### config.mk
export PLATFORM = sky130hd
export DESIGN_NAME = digit_encoder_tx
export DESIGN_NICKNAME = d
export VERILOG_FILES = /design/src/rtl/codec_pkg.sv /design/src/rtl/baud_tick_gen.sv /design/src/rtl/digit_encoder_tx.sv
export SDC_FILE = /design/constraint.sdc
export NUM_CORES = 1
export LEC_CHECK = 0
export ABC_AREA = 0
export BUFFER_PORTS_ARGS = -buffer_cell sky130_fd_sc_hd__buf_2
export CELL_PAD_IN_SITES_DETAIL_PLACEMENT = 1
export CELL_PAD_IN_SITES_GLOBAL_PLACEMENT = 1
export CORE_ASPECT_RATIO = 1.1
export CORE_UTILIZATION = 46
export DETAILED_ROUTE_END_ITERATION = 8
export PLACE_DENSITY = 0.84
export SYNTH_ARGS = -nofsm -noshare
export SYNTH_HDL_FRONTEND = slang
export SYNTH_HIERARCHICAL = 1
export SYNTH_SLANG_ARGS = --single-unit
### constraint.sdc
create_clock -name clk -period 3.95 [get_ports clk]
set_clock_uncertainty 0.05 [all_clocks]
set_input_delay 0.1975 -clock clk [delete_from_list [all_inputs] [get_ports clk]]
set_output_delay 0.1975 -clock clk [all_outputs]
set_load 0.01 [all_outputs]
### src/rtl/codec_pkg.sv
// Shared digit codec definitions: frame geometry, FSM encodings and the
// digit <-> code tables used by both the transmitter and the decoder.
package codec_pkg;

    localparam int unsigned FRAME_BITS = 5;
    localparam int unsigned CODE_BITS  = 4;
    localparam logic [3:0]  MAX_DIGIT  = 4'd9;

    typedef enum logic [1:0] {
        ST_IDLE  = 2'd0,
        ST_START = 2'd1,
        ST_DATA  = 2'd2,
        ST_GAP   = 2'd3
    } codec_state_e;

    typedef logic [CODE_BITS-1:0] code_t;

    function automatic logic digit_ok(input logic [3:0] d);
        return d <= MAX_DIGIT;
    endfunction

    function automatic code_t encode_digit(input logic [3:0] d);
        code_t c;
        case (d)
            4'd0:    c = 4'b0000;
            4'd1:    c = 4'b0001;
            4'd2:    c = 4'b0011;
            4'd3:    c = 4'b0010;
            4'd4:    c = 4'b0110;
            4'd5:    c = 4'b0111;
            4'd6:    c = 4'b0101;
            4'd7:    c = 4'b0100;
            4'd8:    c = 4'b1000;
            4'd9:    c = 4'b1001;
            default: c = 4'b0000;
        endcase
        return c;
    endfunction

    // Inverse table; unused codes map to 4'hF so a decoder can flag them.
    function automatic logic [3:0] decode_code(input code_t c);
        logic [3:0] d;
        case (c)
            4'b0000: d = 4'd0;
            4'b0001: d = 4'd1;
            4'b0011: d = 4'd2;
            4'b0010: d = 4'd3;
            4'b0110: d = 4'd4;
            4'b0111: d = 4'd5;
            4'b0101: d = 4'd6;
            4'b0100: d = 4'd7;
            4'b1000: d = 4'd8;
            4'b1001: d = 4'd9;
            default: d = 4'hF;
        endcase
        return d;
    endfunction

endpackage

### src/rtl/baud_tick_gen.sv
// Bit-period timer: tick marks the last clk cycle of each bit period;
// restart realigns the period so the next cycle is its first.
module baud_tick_gen #(
    parameter int unsigned BAUD_DIV = 500000
) (
    input  logic clk,
    input  logic rst_n,
    input  logic restart,
    output logic tick
);

    localparam int unsigned CW = $clog2(BAUD_DIV);
    localparam logic [CW-1:0] LAST = CW'(BAUD_DIV - 1);

    logic [CW-1:0] cnt_q;
    logic [CW-1:0] cnt_d;

    always_comb begin
        cnt_d = cnt_q + CW'(1);
        if (restart || (cnt_q == LAST)) begin
            cnt_d = '0;
        end
    end

    always_ff @(posedge clk or negedge rst_n) begin
        if (!rst_n) begin
            cnt_q <= '0;
        end else begin
            cnt_q <= cnt_d;
        end
    end

    assign tick = (cnt_q == LAST);

endmodule

### src/rtl/digit_encoder_tx.sv
// BCD digit serialiser: start bit, 4-bit code MSB first, then an
// idle-low gap; rejects digits above 9 with a one-cycle err pulse.
module digit_encoder_tx
    import codec_pkg::*;
#(
    parameter int unsigned BAUD_DIV = 500000,
    parameter int unsigned GAP_BITS = 2
) (
    input  logic       clk,
    input  logic       rst_n,
    input  logic [3:0] din,
    input  logic       din_valid,
    output logic       din_ready,
    output logic       signal,
    output logic       busy,
    output logic       err
);

    localparam int unsigned BIT_MAX =
        (GAP_BITS > CODE_BITS) ? GAP_BITS : CODE_BITS;
    localparam int unsigned BW = $clog2(BIT_MAX);
    localparam logic [BW-1:0] LAST_DATA = BW'(CODE_BITS - 1);
    localparam logic [BW-1:0] LAST_GAP  = BW'(GAP_BITS - 1);

    codec_state_e  state_q, state_d;
    logic [BW-1:0] bit_q, bit_d;
    code_t         code_q, code_d;
    logic          signal_q, signal_d;
    logic          busy_q, busy_d;
    logic          ready_q, ready_d;
    logic          err_q, err_d;
    logic          tick;
    logic          restart;
    logic          accept;
    logic [1:0]    idx;

    baud_tick_gen #(
        .BAUD_DIV(BAUD_DIV)
    ) u_tick (
        .clk    (clk),
        .rst_n  (rst_n),
        .restart(restart),
        .tick   (tick)
    );

    assign accept = din_valid && ready_q;

    always_comb begin
        state_d = state_q;
        bit_d   = bit_q;
        code_d  = code_q;
        err_d   = 1'b0;
        restart = 1'b0;
        case (state_q)
            ST_IDLE: begin
                if (accept) begin
                    restart = 1'b1;
                    bit_d   = '0;
                    if (digit_ok(din)) begin
                        state_d = ST_START;
                        code_d  = encode_digit(din);
                    end else begin
                        err_d = 1'b1;
                    end
                end
            end
            ST_START: begin
                if (tick) begin
                    state_d = ST_DATA;
                    bit_d   = '0;
                end
            end
            ST_DATA: begin
                if (tick) begin
                    if (bit_q == LAST_DATA) begin
                        state_d = ST_GAP;
                        bit_d   = '0;
                    end else begin
                        bit_d = bit_q + BW'(1);
                    end
                end
            end
            ST_GAP: begin
                if (tick) begin
                    if (bit_q == LAST_GAP) begin
                        state_d = ST_IDLE;
                        bit_d   = '0;
                    end else begin
                        bit_d = bit_q + BW'(1);
                    end
                end
            end
            default: begin
                state_d = ST_IDLE;
                bit_d   = '0;
            end
        endcase
    end

    // Outputs are decoded from next state so each lands registered.
    always_comb begin
        idx      = 2'(CODE_BITS - 1) - bit_d[1:0];
        signal_d = 1'b0;
        if (state_d == ST_START) begin
            signal_d = 1'b1;
        end else if (state_d == ST_DATA) begin
            signal_d = code_d[idx];
        end
        busy_d  = (state_d != ST_IDLE);
        ready_d = (state_d == ST_IDLE);
    end

    always_ff @(posedge clk or negedge rst_n) begin
        if (!rst_n) begin
            state_q  <= ST_IDLE;
            bit_q    <= '0;
            code_q   <= '0;
            signal_q <= 1'b0;
            busy_q   <= 1'b0;
            ready_q  <= 1'b0;
            err_q    <= 1'b0;
        end else begin
            state_q  <= state_d;
            bit_q    <= bit_d;
            code_q   <= code_d;
            signal_q <= signal_d;
            busy_q   <= busy_d;
            ready_q  <= ready_d;
            err_q    <= err_d;
        end
    end

    assign din_ready = ready_q;
    assign signal    = signal_q;
    assign busy      = busy_q;
    assign err       = err_q;

endmodule
==> results.toml <==
[grt]
grt_pass1_vias = 1370
grt_pass1_wl_um = 6440
grt_antenna_before_repair = 0
gr-total-overflow = 0
grt.total_usage = 0.225
grt_start_max_net_pins = 32

[final_layout]
final_common_cell = "dfrtp_1"
drive_gt1_frac = 0.136
diodes = 0
final_nets = 205
layout_common_cells = "31 x dfrtp_1, 26 x nor2_1, 15 x inv_1"
syn_to_final_growth_pct = 9.82

[yosys]
synth_top_area_cell = "dfrtp_1"
syn_area_per_cell_um2 = 9.76
synth.distinct_cells = 42
synthArstFlopShare = 1.00
synth_top_area_frac = 0.454
syn_nets = 190
synth.top_cells.by_area = "dfrtp_1 45%, xnor2_1 6.2%, ha_1 5.9%, nor2_1 5.7%, inv_1 3.3%"
synth_seq_cells = 31
syn_area_um2 = 1710
dominantRegCellSynth = "dfrtp_1"
ys_warn_count = 6
seq_area_frac_synth = 0.454
syn_inst = 175
synth_edf_count = 0

[critical_path]
crit_required_ns = 4.13
endpoint = "signal$_DFF_PN0_"
startpoint = "u_tick/cnt_q[5]$_DFF_PN0_"
crit_buf_inv = 1
critPathLaunchType = "flip-flop"
critical_path.top_delay_family = "simple AND/OR/NAND/NOR gates"
r2r_end = "signal$_DFF_PN0_"
crit_slowest_cell = "nor4b_1"
worstPathCellList = "nor4bb_1 -> nand2_1 -> nor4b_1 -> inv_1 -> ha_1 -> and2_1 -> a211o_1 -> a221o_1 -> a21o_1 -> a31o_1"
critPathArrivalTime_ns = 3.53
end_kind = "flip-flop"
critical_path_peak_fanout = 6
max_stage_delay_ns = 0.66
crit_type = "reg2reg"
cp_num_cells = 10
r2r_setup_slack_ns = 0.60
r2r-start = "u_tick/cnt_q[5]$_DFF_PN0_"
rr_worst_depth = 10

[floorplanning]
die_height_um = 65.9
initial_utilization = 0.496
coreArea_um2 = 3440
io_pins = 11
die_x_um = 60.1
num_rows = 22
dieArea_um2 = 3960

[pwr]
cellLeakagePower_nw = 0.809
p_per_area_nw_per_um2 = 518
power_mw = 0.971
vdd_drop_max_v = 0.000335

[place]
routabilityCongestion = 0.799
port-buffer-count = 10
pre_cts_slack_ns = 0.620
hpwl_um = 2770

[clock_network]
clock_latency_ns = 0.33
clock_sinks = 31
cts_resized = 0
cts_tree = "done"
cts_setup_buffers = 0
hold_buffers = 1
cts_buffers = 5
htreeDepth = 2
clockBufferDepth = 2
clk_pin_slew_worst_paths_ns = 0.10
root_buffer = "clkbuf_4"

[routing]
vias_per_cell = 5.66
wire_per_inst_um = 15.9
drc = 0
via_count = 1352
firstDrtPassIters = 5
antenna_left = 0
dr.first_iter.drc_count = 43
totalWireLength_um = 3790

[run]
drv_cap = 0

[sta]
drv_slew = 0
max_freq_mhz = 298
worstMarginPinSlew_ns = 1.23
period_minus_slack_ns = 3.35
finalCritPeriodShare = 0.848
layout_setup_ws_ns = 0.600
setup_tns_ns = 0
slew_headroom = 0.181
hold_viol_final = 0
setup_viol = 0
rsz0062_at_grt = "no"
fin_hold_ws_ns = 0.127

[min_path]
hold_class = "in2reg"

[status]
status = "complete, no violations"
how the worst min path moves through the flow:
| stage | from | to | slack (ns) | depth (start not counted) |
|---|---|---|---|---|
| after floorplan | rst_n | bit_q[0]$_DFF_PN0_ | -0.15 | 0 |
| after global placement | rst_n | u_tick/cnt_q[14]$_DFF_PN0_ | 0.22 | 1 |
| after detailed placement | rst_n | u_tick/cnt_q[11]$_DFF_PN0_ | 0.24 | 1 |
| after CTS | din[2] | code_q[2]$_DFF_PN0_ | 0.11 | 2 |
| after global routing | din[2] | code_q[2]$_DFF_PN0_ | 0.13 | 2 |
| final | din[2] | code_q[2]$_DFF_PN0_ | 0.13 | 2 |
kinds of logic (layout without fill, tap and decap cells):
| group | after synthesis | after routing | share of synthesized area |
|---|---|---|---|
| AND/OR/NAND/NOR | 76 | 76 | 0.249 |
| flip-flops | 31 | 31 | 0.454 |
| AO/OA/AOI/OAI | 23 | 23 | 0.0945 |
| buffers and inverters | 19 | 35 | 0.0491 |
| XOR/XNOR | 15 | 15 | 0.0769 |
| adder cells (fa/ha/maj) | 8 | 8 | 0.0586 |
| multiplexers | 3 | 3 | 0.0176 |
metal layers:
metal	up-vias	GRT usage	routed length (um)
met5	-	0	0
met4	0	0.0843	48
met3	5	0.0587	124
met2	26	0.347	1840
met1	676	0.299	1780
li1	645	-	-
synthesized netlist by cell type, types with 2 or more instances:
| cell | n |
|---|---|
| o21ai_1 | 2 |
| dfrtp_1 | 31 |
| nand3_1 | 11 |
| mux2i_1 | 3 |
| a22o_1 | 2 |
| o21ai_0 | 2 |
| a21oi_1 | 6 |
| inv_1 | 15 |
| xor2_1 | 3 |
| nor4_1 | 5 |
| nand2_1 | 9 |
| ha_1 | 8 |
| nor3_1 | 5 |
| xnor2_1 | 12 |
| nand4_1 | 7 |
| buf_2 | 2 |
| o21bai_1 | 2 |
| nor2_1 | 26 |
state kept, by name (all words and copies together) (netlist names):
register	count
signal	1
din_ready	1
u_tick/cnt_q	19
bit_q	2
state_q	2
code_q	4
err	1
busy	1
power by group:
group / total [mW] / internal (mW) / leakage, nW / switching [mW]
clock network: 0.213 / 0.105 / 0.0386 / 0.108
logic: 0.264 / 0.126 / 0.372 / 0.139
registers: 0.494 / 0.394 / 0.398 / 0.100
area by class of cell:
type	instances	area, um2
tap	48	60.1
multi-input combinational	125	848
clock buffer	8	68.8
sequential	31	776
fill	410	1570
inverter	16	62.6
timing repair buffer	11	60.1
through the flow:
step | instance area [um2] | utilization | std cells
floorplan | 1710 | - | 175
global placement | 1800 | 0.522 | 230
detailed placement | 1800 | 0.522 | 230
CTS | 1880 | 0.545 | 239
global route | 1880 | 0.545 | 239
finish | 1880 | 0.545 | 239
Power figures use the tool's default switching activity.
